<file path="config.mk">
export PLATFORM = sky130hd
export DESIGN_NAME = multiplier_sequencer_flat
export DESIGN_NICKNAME = d
export VERILOG_FILES = /design/src/rtl/multiplier_sequencer_pkg.sv /design/src/rtl/multiplier_sequencer_if.sv /design/src/rtl/multiplier_sequencer_counter.sv /design/src/rtl/multiplier_sequencer.sv /design/src/flat_wrapper.sv
export SDC_FILE = /design/constraint.sdc
export NUM_CORES = 1
export LEC_CHECK = 0
export ABC_AREA = 1
export BUFFER_PORTS_ARGS = -buffer_cell sky130_fd_sc_hd__buf_2
export CAP_MARGIN = 20
export CORE_AREA = 8 8 45 47
export CTS_BUF_LIST = sky130_fd_sc_hd__clkbuf_2
export CTS_CLUSTER_SIZE = 16
export DETAILED_ROUTE_END_ITERATION = 12
export DIE_AREA = 0 0 53 55
export GPL_ROUTABILITY_DRIVEN = 0
export GPL_TIMING_DRIVEN = 0
export SLEW_MARGIN = 20
export SYNTH_ARGS = -nofsm -noshare
export SYNTH_HDL_FRONTEND = slang
export SYNTH_HIERARCHICAL = 1
export SYNTH_SLANG_ARGS = --single-unit
export TNS_END_PERCENT = 50
</file>
<file path="constraint.sdc">
create_clock -name clock -period 3.7 [get_ports clock]
set_clock_uncertainty 0.15 [all_clocks]
set_input_delay 0.37 -clock clock [delete_from_list [all_inputs] [get_ports clock]]
set_output_delay 0.37 -clock clock [all_outputs]
set_load 0.05 [all_outputs]
</file>
<file path="src/rtl/multiplier_sequencer_pkg.sv">
// Shared types and defaults for the shift-add multiplier sequencer.
package multiplier_pkg;

   typedef enum logic [1:0] {IDLE, LOAD, STEP, DONE} mul_state_t;

   localparam int DEFAULT_N = 4;

endpackage

</file>
<file path="src/rtl/multiplier_sequencer_if.sv">
// Request/datapath handshake bundle between the sequencer and its neighbours.
interface multiplier_sequencer_if import multiplier_pkg::*; #(
   parameter int N = DEFAULT_N
);
   localparam int CW = $clog2(N + 1);

   logic          start;
   logic          ready;
   logic          abort;
   logic          mult_lsb;
   logic          mult_zero;
   logic          load;
   logic          add;
   logic          shift;
   logic          valid;
   logic          result_ready;
   logic [CW-1:0] count;
   logic          is_zero;

   modport slave (
      input  start, abort, mult_lsb, mult_zero, result_ready,
      output ready, load, add, shift, valid, count, is_zero
   );

   modport master (
      output start, abort, mult_lsb, mult_zero, result_ready,
      input  ready, load, add, shift, valid, count, is_zero
   );

endinterface

</file>
<file path="src/rtl/multiplier_sequencer_counter.sv">
// Iteration counter: presets to N, counts down to zero and never wraps.
module multiplier_counter_n import multiplier_pkg::*; #(
   parameter int N = DEFAULT_N
) (
   input  logic                      clock,
   input  logic                      n_reset,
   input  logic                      preset,
   input  logic                      dec,
   input  logic                      clear,
   output logic [$clog2(N+1)-1:0]    count,
   output logic                      is_zero
);
   localparam int CW = $clog2(N + 1);

   always_ff @(posedge clock) begin
      if (!n_reset) begin
         count <= '0;
      end else if (clear) begin
         count <= '0;
      end else if (preset) begin
         count <= CW'(N);
      end else if (dec && (count != '0)) begin
         count <= count - CW'(1);
      end
   end

   assign is_zero = (count == '0);

endmodule

</file>
<file path="src/rtl/multiplier_sequencer.sv">
// Control FSM for the shift-add multiplier: sequences load, add/shift steps
// and the result handshake, with optional early exit on a zero multiplier.
module multiplier_sequencer import multiplier_pkg::*; #(
   parameter int N          = DEFAULT_N,
   parameter int EARLY_EXIT = 1
) (
   input  logic                  clock,
   input  logic                  n_reset,
   multiplier_sequencer_if.slave bus
);
   localparam int CW = $clog2(N + 1);

   mul_state_t    state;
   mul_state_t    nxt;
   logic          cnt_preset;
   logic          cnt_dec;
   logic          cnt_clear;
   logic [CW-1:0] count;
   logic          is_zero;
   logic          early_hit;
   logic          ready_d;
   logic          load_d;
   logic          add_d;
   logic          shift_d;
   logic          valid_d;

   multiplier_counter_n #(
      .N (N)
   ) u_counter (
      .clock   (clock),
      .n_reset (n_reset),
      .preset  (cnt_preset),
      .dec     (cnt_dec),
      .clear   (cnt_clear),
      .count   (count),
      .is_zero (is_zero)
   );

   assign early_hit = (EARLY_EXIT != 0) && bus.mult_zero;

   always_ff @(posedge clock) begin
      if (!n_reset) begin
         state <= IDLE;
      end else begin
         state <= nxt;
      end
   end

   always_comb begin
      nxt        = state;
      cnt_preset = 1'b0;
      cnt_dec    = 1'b0;
      cnt_clear  = 1'b0;
      ready_d    = (state == IDLE);
      load_d     = 1'b0;
      add_d      = 1'b0;
      shift_d    = 1'b0;
      valid_d    = 1'b0;

      // Abort overrides everything, including a start seen in IDLE.
      if (bus.abort) begin
         nxt       = IDLE;
         cnt_clear = 1'b1;
      end else begin
         case (state)
            IDLE: begin
               if (bus.start) begin
                  nxt = LOAD;
               end
            end
            LOAD: begin
               load_d     = 1'b1;
               cnt_preset = 1'b1;
               nxt        = STEP;
            end
            STEP: begin
               if (early_hit) begin
                  cnt_clear = 1'b1;
                  nxt       = DONE;
               end else begin
                  shift_d = 1'b1;
                  add_d   = bus.mult_lsb;
                  cnt_dec = 1'b1;
                  // count<=1 also catches a corrupted zero count in STEP.
                  if (count <= CW'(1)) begin
                     nxt = DONE;
                  end
               end
            end
            DONE: begin
               valid_d = 1'b1;
               if (bus.result_ready) begin
                  nxt = IDLE;
               end
            end
            default: begin
               nxt       = IDLE;
               cnt_clear = 1'b1;
            end
         endcase
      end
   end

   assign bus.ready   = ready_d;
   assign bus.load    = load_d;
   assign bus.add     = add_d;
   assign bus.shift   = shift_d;
   assign bus.valid   = valid_d;
   assign bus.count   = count;
   assign bus.is_zero = is_zero;

endmodule

</file>
<file path="src/flat_wrapper.sv">
// flat-port wrapper written by rule: the top's interface ports become plain ports
module multiplier_sequencer_flat import multiplier_pkg::*;
#(
   parameter int N          = DEFAULT_N,
   parameter int EARLY_EXIT = 1
)
  (clock, n_reset, bus_start, bus_abort, bus_mult_lsb, bus_mult_zero, bus_result_ready, bus_ready, bus_load, bus_add, bus_shift, bus_valid, bus_count, bus_is_zero);
  multiplier_sequencer_if #(.N(N)) bus_i ();
  input  logic clock;
  input  logic n_reset;
  input wire logic [$bits(bus_i.start)-1:0] bus_start;
  input wire logic [$bits(bus_i.abort)-1:0] bus_abort;
  input wire logic [$bits(bus_i.mult_lsb)-1:0] bus_mult_lsb;
  input wire logic [$bits(bus_i.mult_zero)-1:0] bus_mult_zero;
  input wire logic [$bits(bus_i.result_ready)-1:0] bus_result_ready;
  output wire logic [$bits(bus_i.ready)-1:0] bus_ready;
  output wire logic [$bits(bus_i.load)-1:0] bus_load;
  output wire logic [$bits(bus_i.add)-1:0] bus_add;
  output wire logic [$bits(bus_i.shift)-1:0] bus_shift;
  output wire logic [$bits(bus_i.valid)-1:0] bus_valid;
  output wire logic [$bits(bus_i.count)-1:0] bus_count;
  output wire logic [$bits(bus_i.is_zero)-1:0] bus_is_zero;
  assign bus_i.start = bus_start;
  assign bus_i.abort = bus_abort;
  assign bus_i.mult_lsb = bus_mult_lsb;
  assign bus_i.mult_zero = bus_mult_zero;
  assign bus_i.result_ready = bus_result_ready;
  assign bus_ready = bus_i.ready;
  assign bus_load = bus_i.load;
  assign bus_add = bus_i.add;
  assign bus_shift = bus_i.shift;
  assign bus_valid = bus_i.valid;
  assign bus_count = bus_i.count;
  assign bus_is_zero = bus_i.is_zero;
  multiplier_sequencer #(.N(N), .EARLY_EXIT(EARLY_EXIT)) u_core (.clock(clock), .n_reset(n_reset), .bus(bus_i));
endmodule
</file>
# ---- Word level (Yosys, flattened, before mapping)
# Index checks and enable logic that the tools add are counted.
dict set report totals {
  in_bits 7
  word_cells 41
  latchBits 0
  ram_bits 0
  regBits 5
  rom_bits 0
  memories 0
  output_inout_bits 9
}
dict set report op_classes {
  n_mux 20
  n_div 0
  n_addsub 1
  n_mul 0
  n_shift 0
  bitwise_logic 1
  reduce_logical 9
  n_eq_ne 6
  order_cmp 1
}
# operator count
set op_table {}
lappend op_table {{two-way mux 1 bit} 13}
lappend op_table {{two-way mux 2 bit} 4}
lappend op_table {{case mux 2 bit (4 select lines)} 1}
lappend op_table {{two-way mux 3 bit} 2}
lappend op_table {{equality test 2 bit, second input constant} 2}
lappend op_table {{inequality test 2 bit, second input constant} 2}
lappend op_table {{OR reduction 2 bit} 2}
lappend op_table {{less-or-equal comparator 3 x 1 -> 1 bit, second input constant} 1}
lappend op_table {{logical NOT 3 bit} 1}
lappend op_table {{inequality test 3 x 2 -> 1 bit, second input constant} 1}
lappend op_table {{AND reduction 3 bit} 1}
lappend op_table {{nonzero test 3 bit} 1}
lappend op_table {{OR reduction 3 bit} 1}
lappend op_table {{subtractor 3 x 1 -> 3 bit, second input constant} 1}
lappend op_table {{equality test 2 x 1 -> 1 bit, second input constant} 1}
lappend op_table {{logical NOT 2 bit} 1}
lappend op_table {{nonzero test 2 bit} 1}
lappend op_table {{logical AND 1 bit} 1}
lappend op_table {{inverter 1 bit} 1}

# ---- Depth between registers and ports, before layout
dict set report logic_depth {
  ltp_word 6
  mapped_depth 9
  depth_no_buf 9
}

# ---- Hierarchy
# Netlist, hierarchy kept.
# mod cells_per_inst area_each_um2 instances seq_area_each_um2
set modules_own_cells {}
lappend modules_own_cells {multiplier_sequencer 44 242.7 1 40.0}
lappend modules_own_cells {multiplier_counter_n 30 197.7 1 60.1}

# ---- Worst setup path before layout
# No wires, ideal clock.
dict set report synth_timing {
  kind {reg-to-output}
  start {register u_core.state[0]}
  end {output port bus_add}
  arrival_ns 1.801
  path_stages_with_launch 5
  path_buffers 0
  setup_slack_ns 1.379
  required_ns 3.180
  cell_sequence {dfxtp_1 > inv_1 > ha_1 > nand2_1 > nor3b_1}
}
dict set report synth_via {
  elab_chain_cells 3
}
# item line
set synth_rtl {}
lappend synth_rtl {{start, declared} multiplier_sequencer.sv:13} ;# mul_state_t state;
lappend synth_rtl {{start signal, assigned} multiplier_sequencer.sv:45} ;# state <= nxt;
lappend synth_rtl {{equality test 2 bit} multiplier_sequencer.sv:65} ;# case (state)
lappend synth_rtl {{two-way mux 1 bit} multiplier_sequencer.sv:65}
lappend synth_rtl {{two-way mux 1 bit} multiplier_sequencer.sv:61} ;# if (bus.abort) begin
lappend synth_rtl {{end, declared} flat_wrapper.sv:18} ;# output wire logic [$bits(bus_i.add)-1:0] bus_add;
# No other way between the ends.

# ---- Worst setup path after layout
dict set report layout_timing {
  start {register u_core.state[0]}
  end {output port bus_shift}
}
dict set report layout_via {
  elab_chain_cells 3
}
# item line
set layout_rtl {}
lappend layout_rtl {{equality test 2 bit} multiplier_sequencer.sv:65}
lappend layout_rtl {{two-way mux 1 bit} multiplier_sequencer.sv:65}
lappend layout_rtl {{two-way mux 1 bit} multiplier_sequencer.sv:61}
lappend layout_rtl {{end, declared} flat_wrapper.sv:19} ;# output wire logic [$bits(bus_i.shift)-1:0] bus_shift;
# No other way between the ends.

==> qor.txt <==
Worst setup SP type: register
Clock power frac: 34.1%
Routed Antenna Nets: 0
Yosys Warn Count: 6
Power Density: 251 mW/mm^2
Number of global-route vias before repair: 412
Skew-Pair Late Insertion Delay: 200 ps
Avg Cell Area, Syn: 5.95 um^2
Clk slew on worst S/H paths: 50 ps
Status: finished, final reports clean
Net switching power: 43.6 uW
# IOs: 16
First-pass GRT wire length: 1.59 mm
VDD IR-drop max: 0.000143 V
Worst Setup End Kind: output pin
Via density per instance: 4.07
Share of cells above drive strength 1: 24.7%
Synth top area cells: dfxtp_1, inv_1, ha_1, nor2_1, nand2_1
Gr ovfl total: 0
Detailed-route DRC error count: 0
Tightest Hold Check Type: primary input to register
Max-capacitance violation count: 0
Worst Path Required: 3180 ps
Min cycle time layout: 1990 ps
Final HPWL from detailed placement: 810 um
Worst hold path depth: 3
Starting DRT DRC Count: 8
Hold_buf cts: 0
R2R depth: 7
Fin crit share: 53.9%
Largest net degree at the start of global routing: 7
Netlist Area Pre-Place: 440 um^2
Via count: 444
CTS Buf Count: 3
Root Driver: clkbuf_2
Total internal power: 95.6 uW
Commonest non-fill, non-tap cells in the layout: inv_1, buf_2, nor2_1
Layout Nets: 107
Worst-path maximum fanout: 4
Antenna violations before repair: 0
Slew margin rel.: 81.2%
CTS H-tree depth: 1
Synth top area share: 22.7%
CTS max path bufs: 2
FP Rows: 14
Post-synth cell types: 14
Synthesized net count: 87
Share of power burned in registers: 41.2%
Combinational share of power: 24.6%
Hold Violations, Final: 0
Worst-margin pin slew: 281 ps
CTS Sinks: 5
Syn Inst Count: 74
Pins Over Slew Limit: 0
Clock tree from TritonCTS: built
Final setup vio count: 0
Die Wd: 53 um
RSZ-0062 raised after global routing: false
Port Buffers: 15
Hold slack final: 266 ps
Fmax achieved: 0.502 GHz
Most common cell after layout, fill and taps aside: inv_1
Ant diodes: 0
Die area: 0.00292 mm^2
Synthesized flop and latch total: 5
Die Ht: 55 um
Yosys top cell by area: dfxtp_1
Drt pass-1 iters: 4
Starting Density: 31.8%
Core Box Area: 0.00138 mm^2
Filler cells: 163
Type of the worst setup path: register to output pin
Sw Ratio: 31.3%
Area Growth Syn to Fin: 26.1%
Quantity of gates resized following cts: 0
Post-Route WL: 898 um
Total GRT Usage: 7.32%
Final setup TNS: 0 ps
WP data arrival: 1470 ps
Wirelength per Cell: 8.24 um
Post-CTS setup buffer count: 0
Pleak: 0.000321 uW
Seq/Total Area, Yosys: 22.7%
-- critical path, stage by stage, from the launching register on --
cell	delay (ps)
dfxtp_1	330
inv_1	80
ha_1	190
nand2_1	90
nor2_1	240
buf_2	320
-- layer usage --
metal / share of wire (%) / track usage (%) / wire (um)
met1: 42 / 7.59 / 378
met2: 44 / 10.7 / 393
met3: 13 / 3.74 / 119
met4: 0.67 / 6.47 / 6
met5: 0 / 0 / 0
-- through the flow --
stage / total power (uW) / cell area (um^2) / worst slack [ps] / util (%) / cells
floorplan: 84.3 / 440 / 1380 / - / 74
global placement: 93.3 / 536 / 1930 / 38.7 / 105
detailed placement: 93.4 / 536 / 1900 / 38.7 / 105
CTS: 143 / 556 / 1670 / 40.1 / 109
global route: 155 / 556 / 1550 / 40.1 / 109
finish: 139 / 556 / 1710 / 40.1 / 109
-- cells by family (layout without fill, tap and decap cells) --
family                   count (synthesis)  in the layout  synth area share, %
AO/OA/AOI/OAI                            3              3                 4.83
flip-flops                               5              5                 22.7
AND/OR/NAND/NOR                         38             38                 36.6
buffers and inverters                   22             41                 18.8
adder cells (fa/ha/maj)                  6              6                 17.0
-- power groups by stage --
| stage | Sequential [uW] | Clock (uW) | Combinational, uW |
|---|---|---|---|
| 2_1_floorplan | 58.9 | 0 | 25.5 |
| 3_3_place_gp | 58.4 | 0 | 34.9 |
| 3_5_place_dp | 58.5 | 0 | 34.9 |
| 4_1_cts | 57.4 | 50.3 | 35.0 |
| 5_1_grt | 57.6 | 58.0 | 39.4 |
| 6_report | 57.4 | 47.5 | 34.3 |
-- registers in the layout, indices dropped and copies added, names as in the netlist --
name                    flops
u_core/state                2
u_core/u_counter/count      3
-- synth_stat cells (all sizes together) --
cell	instances
nand3	4
dfxtp	5
inv	22
a21oi	2
ha	6
o21bai	1
nand2	16
nor2	15
or2	1
nor3b	1
nand4	1
-- cell type report --
type	count	area [um^2]	share of cell area, %
Multi-Input combinational cell	47	258	46.4
Clock buffer	4	20.0	3.60
Sequential cell	5	100	18.0
Inverter	22	82.6	14.9
Tap cell	16	20.0	3.60
Timing Repair Buffer	15	75.1	13.5
-- path summary, 6_finish.rpt --
| kind | to | slack (ps) | startpoint |
|---|---|---|---|
| worst max-delay path | bus_shift | 1710 | u_core/state[0] |
| worst min-delay path | u_core/u_counter/count[2] | 270 | n_reset |
| worst min register to register | u_core/u_counter/count[0] | 340 | u_core/u_counter/count[0] |
| worst max register to register | u_core/u_counter/count[1] | 2080 | u_core/state[0] |
Note: power is estimated with default switching activity, not from simulation.
